$ cat config.mk
export PLATFORM = sky130hd
export DESIGN_NAME = inst_prefetch_source
export DESIGN_NICKNAME = d
export VERILOG_FILES = /design/src/rtl/inst_prefetch_source.sv
export SDC_FILE = /design/constraint.sdc
export NUM_CORES = 1
export LEC_CHECK = 0
export CORE_MARGIN = 2
export CORE_UTILIZATION = 61
export CTS_BUF_LIST = sky130_fd_sc_hd__clkbuf_2 sky130_fd_sc_hd__clkbuf_4 sky130_fd_sc_hd__clkbuf_8
export CTS_CLUSTER_SIZE = 30
export DETAILED_ROUTE_END_ITERATION = 6
export DONT_BUFFER_PORTS = 1
export GPL_ROUTABILITY_DRIVEN = 0
export GPL_TIMING_DRIVEN = 0
export PLACE_DENSITY = 0.77
export SLEW_MARGIN = 20
export SYNTH_ARGS = -nofsm -noshare
export SYNTH_HDL_FRONTEND = slang
export SYNTH_SLANG_ARGS = --single-unit
$ cat constraint.sdc
create_clock -name clk -period 3.5 [get_ports clk]
set_clock_uncertainty 0.2 [all_clocks]
set_input_delay 0.7 -clock clk [delete_from_list [all_inputs] [get_ports clk]]
set_output_delay 0.7 -clock clk [all_outputs]
set_load 0.05 [all_outputs]
$ cat src/rtl/inst_prefetch_source.sv
// Instruction prefetch source: issues sequential PCs to a 1-cycle synchronous ROM and
// buffers {pc, inst} in a DEPTH-entry FIFO toward the fetch stage (valid/ready).
// Latency: request-to-valid 2 cycles; redirect-to-valid 2 cycles after the jump cycle.
// Backpressure: ROM requests are credit-limited (count + inflight < DEPTH) so the ROM never stalls.
// Ports:
//   clk, reset_n                  clock, asynchronous active-low reset
//   jump_flag_i, jump_addr_i      redirect pulse and target (bits [1:0] ignored)
//   mem_req_o, mem_addr_o         ROM read request / word address
//   mem_rdata_i                   ROM data, valid the cycle after mem_req_o
//   valid_o, ready_i              fetch-side handshake
//   inst_o, pc_o, count_o         head entry and FIFO occupancy
module inst_prefetch_source #(
  parameter logic [31:0] RESET_PC = 32'h8000_0000,
  parameter int          DEPTH    = 4
) (
  input  logic                       clk,
  input  logic                       reset_n,
  input  logic                       jump_flag_i,
  input  logic [31:0]                jump_addr_i,
  output logic                       mem_req_o,
  output logic [31:0]                mem_addr_o,
  input  logic [31:0]                mem_rdata_i,
  output logic                       valid_o,
  input  logic                       ready_i,
  output logic [31:0]                inst_o,
  output logic [31:0]                pc_o,
  output logic [$clog2(DEPTH):0]     count_o
);

  localparam int AW = $clog2(DEPTH);
  localparam int CW = AW + 1;
  localparam logic [CW:0] DEPTH_C = (CW+1)'(DEPTH);

  logic [31:0]   pc_q, pc_d;
  logic          inflight_q, inflight_d;
  logic [31:0]   inflight_pc_q, inflight_pc_d;
  logic [CW-1:0] count_q, count_d;
  logic [AW-1:0] wr_ptr_q, wr_ptr_d;
  logic [AW-1:0] rd_ptr_q, rd_ptr_d;
  logic [31:0]   pc_mem_q   [DEPTH];
  logic [31:0]   inst_mem_q [DEPTH];

  logic [31:0]   jump_target;
  logic [CW:0]   credit;
  logic          has_credit;
  logic          push;
  logic          pop;
  logic          not_empty;
  logic          unused_addr_lsbs;

  // Low address bits of the redirect target are dropped by design.
  assign unused_addr_lsbs = ^jump_addr_i[1:0];

  assign jump_target = {jump_addr_i[31:2], 2'b00};
  assign credit      = (CW+1)'(count_q) + (CW+1)'(inflight_q);
  assign has_credit  = credit < DEPTH_C;
  assign not_empty   = count_q != '0;

  // A redirect always issues, even without credit: the flush frees every slot.
  assign mem_req_o  = reset_n & (has_credit | jump_flag_i);
  assign mem_addr_o = jump_flag_i ? jump_target : pc_q;

  // The word returning during a jump cycle belongs to the old stream and is dropped.
  assign push    = inflight_q & ~jump_flag_i;
  assign valid_o = not_empty & ~jump_flag_i;
  assign pop     = valid_o & ready_i;

  assign inst_o  = not_empty ? inst_mem_q[rd_ptr_q] : 32'h0;
  assign pc_o    = not_empty ? pc_mem_q[rd_ptr_q]   : 32'h0;
  assign count_o = count_q;

  always_comb begin
    pc_d          = pc_q;
    inflight_d    = 1'b0;
    inflight_pc_d = inflight_pc_q;
    count_d       = count_q;
    wr_ptr_d      = wr_ptr_q;
    rd_ptr_d      = rd_ptr_q;

    if (jump_flag_i) begin
      pc_d          = jump_target + 32'd4;
      inflight_d    = 1'b1;
      inflight_pc_d = jump_target;
      count_d       = '0;
      wr_ptr_d      = '0;
      rd_ptr_d      = '0;
    end else begin
      if (has_credit) begin
        pc_d          = pc_q + 32'd4;
        inflight_d    = 1'b1;
        inflight_pc_d = pc_q;
      end
      if (push) wr_ptr_d = wr_ptr_q + 1'b1;
      if (pop)  rd_ptr_d = rd_ptr_q + 1'b1;
      case ({push, pop})
        2'b10:   count_d = count_q + 1'b1;
        2'b01:   count_d = count_q - 1'b1;
        default: count_d = count_q;
      endcase
    end
  end

  always_ff @(posedge clk or negedge reset_n) begin
    if (!reset_n) begin
      pc_q          <= RESET_PC;
      inflight_q    <= 1'b0;
      inflight_pc_q <= 32'h0;
      count_q       <= '0;
      wr_ptr_q      <= '0;
      rd_ptr_q      <= '0;
    end else begin
      pc_q          <= pc_d;
      inflight_q    <= inflight_d;
      inflight_pc_q <= inflight_pc_d;
      count_q       <= count_d;
      wr_ptr_q      <= wr_ptr_d;
      rd_ptr_q      <= rd_ptr_d;
    end
  end

  always_ff @(posedge clk or negedge reset_n) begin
    if (!reset_n) begin
      for (int i = 0; i < DEPTH; i++) begin
        pc_mem_q[i]   <= 32'h0;
        inst_mem_q[i] <= 32'h0;
      end
    end else if (push) begin
      pc_mem_q[wr_ptr_q]   <= inflight_pc_q;
      inst_mem_q[wr_ptr_q] <= mem_rdata_i;
    end
  end

endmodule

=== Word-level counts from Yosys, hierarchy flattened ===
Cells that the tools add are included.

* Add/sub/neg operators: 7
* Magnitude comparators: 4
* Equality and inequality tests: 2
* Mux-type cells: 25
* Bitwise operators: 8
* Reductions and logical operators: 6

{| class="wikitable"
|+ Operators with widths
! kind !! number
|-
| $mux 32 || 12
|-
| $bwmux 128 || 2
|-
| $bmux 32 s2 || 2
|-
| $add 32x3->32 const B || 2
|-
| $demux 32 s2 || 1
|-
| $mux 2 || 4
|-
| $ge 3x3->1 const B || 2
|-
| $not 2->3 || 2
|-
| $pmux 3 s2 || 1
|-
| $reduce_bool 2->1 || 3
|-
| $reduce_bool 3->1 || 2
|-
| $add 2x1->2 const B || 2
|-
| $add 3x1->4 || 1
|-
| $and 1x1->1 || 4
|-
| $lt 4x3->1 const B || 1
|-
| $add 3x1->3 const B || 1
|-
| $lt 3x1->1 const B || 1
|-
| $mux 3 || 1
|-
| $sub 3x1->3 const B || 1
|-
| $eq 2x1->1 const B || 1
|-
| $eq 2x2->1 const B || 1
|-
| $mux 1 || 2
|-
| $logic_and 1x1->1 || 1
|-
| $not 1->1 || 1
|-
| $or 1x1->1 || 1
|}

* Register bits: 328
* Output and inout port bits: 101
* Logic and storage cells: 66

=== Longest topological paths before layout ===
Gate-level depths: netlist of run 1.

* Depth after elaboration: 6
* Gate-level depth with buffers: 12
* Depth with buffers taken out: 8

=== Worst setup path before layout of run 1 ===
OpenSTA, ideal clock, no wires.

* Kind: input-to-reg
* From: input jump_flag_i
* To: register pc_q[24]
* Arrival time: 3.183 ns
* Path slack: 0.021 ns
* Stages: 12
* Buffers on the path: 5
* Cell sequence: buf_6 > buf_12 > buf_8 > buf_6 > buf_4 > mux2_2 > ha_1 > nand4b_4 > a221oi_4 > nand4b_4 > o21a_1 > o31ai_1

* Cells in the longest elaborated chain, start to end: 1
* Elaborated cells between the ends (all ways): 2
* Classes of those cells: mux: 1; reduce/logical: 1

{| class="wikitable"
|+ Ends and longest elaborated chain
! what !! RTL line !! source
|-
| start: declaration || 18 || <nowiki>input logic jump_flag_i,</nowiki>
|-
| $mux 32 / $reduce_bool 2->1 (equally long branches) || - ||
|-
| end signal: assignment || 112 || <nowiki>pc_q <= pc_d;</nowiki>
|-
| end: declaration || 34 || <nowiki>logic [31:0] pc_q, pc_d;</nowiki>
|}

Parallel ways exist; a longest one is shown, timed or not.
A chain may end at the register's enable or synchronous reset.

=== Final worst setup path of run 1 ===
* From: input jump_flag_i
* To: output mem_addr_o[19]

* Cells in the longest elaborated chain, start to end: 1

{| class="wikitable"
|+ Ends and longest elaborated chain
! what !! RTL line !! source
|-
| $mux 32 || 61 || <nowiki>assign mem_addr_o = jump_flag_i ? jump_target : pc_q;</nowiki>
|-
| end: declaration || 21 || <nowiki>output logic [31:0] mem_addr_o,</nowiki>
|}

No other way between the ends.

==> impl_metrics.env, run 1 <==
export IMPL_status="finished with violations"
export IMPL_violations="negative hold slack"
export IMPL_cts_setup_buffers=0
export IMPL_cts_max_path_buffers=3
export IMPL_p_leak_nw=7.285
export IMPL_combPwrFrac_pct=42.4
export IMPL_cts_buffers=52
export IMPL_holdWs_ns=-0.3504
export IMPL_cts_htree_levels=2
export IMPL_p_per_area_mw_per_mm2=1034
export IMPL_seq_area_frac_synth_pct=52.20
export IMPL_multi_input_area_sq_mm=0.006877
export IMPL_swShare_pct=39.71
export IMPL_postLayoutCellArea_sq_mm=0.01682
export IMPL_pre_cts_ws_ns=-0.4346
export IMPL_crit_type="in -> out"
export IMPL_synthFlopType="dfrtp_1"
export IMPL_critPathRequiredTime_ns=2.60
export IMPL_synthCells=1113
export IMPL_vias_per_cell=6.078
export IMPL_rows=57
export IMPL_drt_total_wl_um=33910
export IMPL_clkSlewWorstSetupHoldPaths_ns=0.06
export IMPL_internal_power_mw=10.49
export IMPL_drtIter0Drc=703
export IMPL_synth_seq_cells=316
export IMPL_finalSetupViolations=0
export IMPL_drive_above_1_share_pct=45.91
export IMPL_num_vias=9317
export IMPL_period_share_pct=98.53
export IMPL_coreArea_sq_mm=0.02432
export IMPL_grt_max_degree=318
export IMPL_grt_overflow=0
export IMPL_drv_slew=0
export IMPL_p_switching_mw=6.907
export IMPL_diodes=0
export IMPL_hold_path_class="in -> async"
export IMPL_cts_tree="yes"
export IMPL_dieArea_sq_mm=0.02611
export IMPL_drc_errors=0
export IMPL_cpMaxStageDelayCell="mux2i_2"
export IMPL_antenna_found_initial=0
export IMPL_start_kind="primary input"
export IMPL_rsz0062_at_grt="false"
export IMPL_area_delta_synth_final_pct=10.99
export IMPL_path_cells="buf_6, buf_12, buf_6, buf_2, buf_2, mux2i_2, inv_1"
export IMPL_slew_headroom_pct=51.59
export IMPL_peakVddDrop_mv=0.4982
export IMPL_n_fill_cell=1712
export IMPL_dp_hpwl_um=22780
export IMPL_crit_buf_inv=6
export IMPL_worst_pin_slew_ns=0.7262
export IMPL_min_period_ns=3.449
export IMPL_seqCellArea_sq_mm=0.007914
export IMPL_grt_pass1_wl_um=54610
export IMPL_first_global_vias=9939
export IMPL_cp_slowest_stage_delay_ns=0.42
export IMPL_layout_setup_ws_ns=0.05142
export IMPL_ioPinCount=169
export IMPL_cts_root_buffer="clkbuf_8"
export IMPL_synth_edf_count=0
export IMPL_p_clk_share_pct=19.8
export IMPL_synth_area_sq_mm=0.01515
export IMPL_yosysWarnings=0
export IMPL_avgSynthCellArea_sq_um=13.61
export IMPL_numClockSinks=316
export IMPL_critPathMaxFanout=10
export IMPL_firstDrtPassIters=5
export IMPL_fp_dieW_um=161.6
export IMPL_initial_core_util_pct=62.30
export IMPL_cp_end_kind="output port"
export IMPL_nets=1241
export IMPL_crit_family="buffers and inverters"
export IMPL_hold_viol_final=315
export IMPL_die_y_um=161.6
export IMPL_fin_util_pct=69.15
export IMPL_synthArstFlopShare_pct=100.0
export IMPL_ant_nets=0
export IMPL_port_buffers=0
export IMPL_synthDistinctLibCells=65
export IMPL_wl_per_cell_um=22.12
export IMPL_max_freq_mhz=290.0
export IMPL_maxCapViolations=0
export IMPL_track_usage_pct=26.88
export IMPL_worstSkewPairLatency_ns=0.57
export IMPL_place_area_sq_mm=0.01557
export IMPL_worstPathArrival_ns=2.55
export IMPL_p_seq_share_pct=37.8
-- power by group through the flow --
stage / Combinational [mW] / Clock, mW / Sequential [mW]
detailed placement: 7.33 / 0 / 6.58
global route: 7.83 / 3.68 / 6.82
finish: 7.37 / 3.44 / 6.58
CTS: 7.42 / 3.51 / 6.56
global placement: 7.17 / 0 / 6.47
floorplan: 6.34 / 0 / 6.19
-- cell usage after synthesis (2+ instances only) --
| master | n | area [sq um] |
|---|---|---|
| xnor2_1 | 16 | 140.1 |
| nand4_1 | 5 | 31.28 |
| nor4_1 | 6 | 37.54 |
| buf_4 | 5 | 37.54 |
| buf_1 | 3 | 11.26 |
| nand3b_1 | 4 | 30.03 |
| ha_1 | 5 | 62.56 |
| a221oi_4 | 2 | 52.55 |
| and4_1 | 3 | 26.28 |
| nor3_1 | 7 | 35.03 |
| and3_1 | 8 | 50.05 |
| buf_6 | 3 | 33.78 |
| nor2_1 | 66 | 247.7 |
| a22oi_1 | 2 | 15.01 |
| o31ai_1 | 10 | 75.07 |
| a211oi_1 | 2 | 15.01 |
| o21a_1 | 5 | 37.54 |
| a211o_1 | 3 | 26.28 |
| a21oi_1 | 41 | 205.2 |
| nand4b_1 | 3 | 26.28 |
| and3b_1 | 3 | 26.28 |
| mux2i_1 | 19 | 190.2 |
| clkbuf_1 | 26 | 97.59 |
| nand3_1 | 12 | 60.06 |
| buf_2 | 33 | 165.2 |
| and2_1 | 65 | 406.6 |
| inv_1 | 24 | 90.09 |
| xor2_1 | 7 | 61.31 |
| dfrtp_1 | 315 | 7883 |
| nor2b_1 | 4 | 25.02 |
| nand2b_1 | 3 | 18.77 |
| and4b_1 | 2 | 20.02 |
| o21ai_0 | 10 | 50.05 |
| mux4_2 | 62 | 1396 |
| nand4b_4 | 3 | 71.32 |
| mux2_2 | 261 | 2939 |
| nand2_1 | 37 | 138.9 |
-- logic make-up (layout without fill, tap and decap cells) --
group / Yosys count / in the layout / share of synthesized area [%]
buffers and inverters: 97 / 190 / 3.130
xor gates and xnor gates: 23 / 23 / 1.330
adders and majority gates: 6 / 6 / 0.5451
AOI/OAI and AO/OA: 87 / 87 / 3.799
other: 1 / 4 / 0.02475
DFF: 316 / 316 / 52.20
and+or+nand+nor: 240 / 240 / 9.010
muxes: 343 / 343 / 29.96
-- placed cells by master (no fill, tap or decap), drive strengths merged, types with 16 or more instances in the layout --
master,netlist,layout
clkbuf,26,115
inv,25,25
mux4,62,62
nand2,37,37
mux2,261,261
xnor2,16,16
buf,46,45
mux2i,20,20
dfrtp,315,315
a21oi,42,42
and2,65,65
nor2,67,67
-- flip-flops by register name (all words and copies together), names as in the netlist --
signal	count
inflight_pc_q	30
pc_mem_q	120
inst_mem_q	128
count_o	3
rd_ptr_q	2
inflight_q	1
wr_ptr_q	2
pc_q	30
-- final timing paths --
kind,start,to,slack [ns],depth (start not counted)
setup reg to reg,pc_q[3],pc_q[28],0.75,7
hold / removal,reset_n,inst_mem_q[104],-0.35,0
min in group clk,mem_rdata_i[20],inst_mem_q[52],0.10,1
setup / recovery,jump_flag_i,mem_addr_o[19],0.05,7
hold reg to reg,pc_q[26],pc_q[26],0.29,2
max in group asynchronous,reset_n,inst_mem_q[29],2.89,0
-- through the flow --
| step | setup TNS (ns) | cells | hold slack (ns) | total power [mW] |
|---|---|---|---|---|
| finish | 0 | 1533 | -0.3504 | 17.40 |
| floorplan | 0 | 1116 | 0.2044 | 12.54 |
| detailed placement | -4.939 | 1440 | 0.2129 | 13.91 |
| CTS | -0.009127 | 1534 | -0.3840 | 17.48 |
| global placement | -4.401 | 1440 | 0.2115 | 13.65 |
| global route | 0 | 1533 | -0.3916 | 18.33 |
-- layout make-up --
type | instances | share of cell area [%]
Sequential cell | 316 | 47.06
Multi-Input combinational cell | 703 | 40.89
Clock buffer | 91 | 6.481
Tap cell | 324 | 2.411
Buffer | 69 | 2.299
Inverter | 25 | 0.5580
Clock inverter | 5 | 0.2976
-- worst register-to-register path: cells and delay by family (launching register included) --
kind                       cells  cell delay (ns)
and+or+nand+nor                3             0.67
AOI/OAI and AO/OA              2             0.52
adders and majority gates      1             0.44
muxes                          1             0.40
DFF                            1             0.38
-- per-layer routing --
layer / routed length [um] / global-route usage [%]
met3: 2602 / 7.011
met1: 14450 / 36.84
met4: 624 / 7.265
met2: 16230 / 43.20
met5: 0 / 0
-- what timing repair did --
action	in CTS	in global routing
gates resized for setup	58	23
setup endpoints to repair	66	37
hold endpoints to repair	316	316
No activity file was read; power rests on OpenSTA's default activity.
==> inputs of run 2 (changes only) <==
--- a/config.mk
+++ b/config.mk
@@ -5,7 +5,7 @@
 export SDC_FILE = /design/constraint.sdc
 export NUM_CORES = 1
 export LEC_CHECK = 0
-export CORE_MARGIN = 2
+export CORE_MARGIN = 8
 export CORE_UTILIZATION = 61
 export CTS_BUF_LIST = sky130_fd_sc_hd__clkbuf_2 sky130_fd_sc_hd__clkbuf_4 sky130_fd_sc_hd__clkbuf_8
 export CTS_CLUSTER_SIZE = 30
==> impl_metrics.env, run 2 (synthesized netlist as in run 1, its figures left out) <==
export IMPL_diodes=0
export IMPL_first_global_vias=10030
export IMPL_hold_path_class="in -> async"
export IMPL_largest_register_ffs=128
export IMPL_firstDrtPassIters=5
export IMPL_crit_start="jump_flag_i"
export IMPL_final_cell_mix="dfrtp_1, mux2_2, nor2_1, clkbuf_8, mux4_2"
export IMPL_period_share_pct=96.81
export IMPL_track_usage_pct=23.43
export IMPL_drv_slew=0
export IMPL_grt_pass1_wl_um=56400
export IMPL_wl_per_cell_um=22.80
export IMPL_worst_pin_slew_ns=0.6589
export IMPL_violations="negative hold slack"
export IMPL_dp_hpwl_um=23830
export IMPL_cts_tree="yes"
export IMPL_r2r_end="pc_q[28]"
export IMPL_dp_cells=1440
export IMPL_finalSetupViolations=0
export IMPL_clkSlewWorstSetupHoldPaths_ns=0.06
export IMPL_worstPathArrival_ns=2.49
export IMPL_top_register="inst_mem_q"
export IMPL_max_freq_mhz=295.1
export IMPL_rsz0062_at_grt="false"
export IMPL_die_y_um=173.6
export IMPL_cts_setup_buffers=0
export IMPL_grt_overflow=0
export IMPL_p_per_area_mw_per_mm2=1039
export IMPL_r2r_slack_ns=0.85
export IMPL_worstRegToRegCells=7
export IMPL_maxCapViolations=0
export IMPL_p_leak_nw=7.306
export IMPL_fin_util_pct=69.07
export IMPL_cts_max_path_buffers=3
export IMPL_ioPinCount=169
export IMPL_final_common_cell="dfrtp_1"
export IMPL_pre_cts_ws_ns=-0.4564
export IMPL_finalPower_mw=17.50
export IMPL_antenna_found_initial=0
export IMPL_crit_type="in -> out"
export IMPL_port_buffers=0
export IMPL_initial_core_util_pct=62.12
export IMPL_rows=57
export IMPL_hold_viol_final=316
export IMPL_ant_nets=0
export IMPL_layout_setup_ws_ns=0.1115
export IMPL_vias_per_cell=6.071
export IMPL_cp_end_kind="output port"
export IMPL_nets=1241
export IMPL_coreArea_sq_mm=0.02439
export IMPL_cts_root_buffer="clkbuf_8"
export IMPL_dieArea_sq_mm=0.03014
export IMPL_min_period_ns=3.388
export IMPL_area_delta_synth_final_pct=11.19
export IMPL_fp_dieW_um=173.6
export IMPL_peakVddDrop_mv=0.5650
export IMPL_drtIter0Drc=656
export IMPL_num_vias=9301
export IMPL_status="finished with violations"
export IMPL_cts_buffers=52
export IMPL_holdWs_ns=-0.3566
export IMPL_drive_above_1_share_pct=46.27
export IMPL_start_kind="primary input"
export IMPL_reg2reg_from="pc_q[3]"
export IMPL_slew_headroom_pct=56.07
export IMPL_drc_errors=0
export IMPL_instances_no_fill=1532
export IMPL_worstSkewPairLatency_ns=0.57
export IMPL_numClockSinks=316
export IMPL_drt_total_wl_um=34930
export IMPL_grt_max_degree=318
export IMPL_top_regs="inst_mem_q: 128 flops, pc_mem_q: 120 flops"
export IMPL_critPathRequiredTime_ns=2.60
export IMPL_cts_htree_levels=2
export IMPL_critPathMaxFanout=10
run 2: changes by cell type in the layout (fill, tap and decap cells not counted):
| cell | delta |
|---|---|
| clkbuf_8 | +1 |
| and2_2 | +6 |
| mux2_2 | -2 |
| clkbuf_4 | -4 |
| clkinv_2 | +1 |
| and2_1 | -6 |
| mux2_4 | +2 |
| mux2i_1 | +1 |
| bufinv_16 | +1 |
| mux2i_2 | -1 |
run 2: cell type report:
type	instances	area, sq um
inverter	25	93.84
buffer	69	386.6
tap	324	405.4
clock inverter	7	85.08
sequential	316	7914
fill	1768	7545
multi-input combinational	703	6888
clock buffer	88	1074
run 2: critical path, cell delays in order:
cell and delay (ns):
buf_6 0.13, buf_12 0.15, buf_6 0.15, buf_2 0.29, buf_2 0.34, mux2i_2 0.40
inv_1 0.31
run 2: stage by stage:
stage,instance area [sq um],TNS (ns)
2_1_floorplan,15160,0
6_report,16850,0
3_3_place_gp,15570,-3.792
5_1_grt,16850,0
3_5_place_dp,15570,-3.765
4_1_cts,16790,0
run 2: report_power, final:
group | internal (mW) | switching, mW
Sequential | 5.43 | 1.14
Clock | 2.07 | 1.44
Combinational | 3.06 | 4.36
run 2: routing by layer:
| layer | vias up | track usage (%) | wire length [um] |
|---|---|---|---|
| met2 | 308 | 36.34 | 16470 |
| met4 | 0 | 8.693 | 976 |
| met3 | 62 | 8.255 | 3092 |
| met5 | - | 0 | 0 |
| met1 | 4798 | 30.09 | 14390 |
| li1 | 4133 | - | - |
run 2: worst max path at each step:
stage / end
6_report: mem_addr_o[19]
5_1_grt: pc_o[3]
4_1_cts: pc_o[15]
3_5_place_dp: pc_q[28]
3_3_place_gp: pc_q[28]
2_1_floorplan: pc_q[24]
run 2: timing repair:
action / 4_1_cts / 5_1_grt
gates resized for setup: 52 / 38
cloned: 0 / 0
endpoints found under the hold margin: 316 / 316
pin swaps: 0 / 0
setup endpoints to repair: 64 / 61
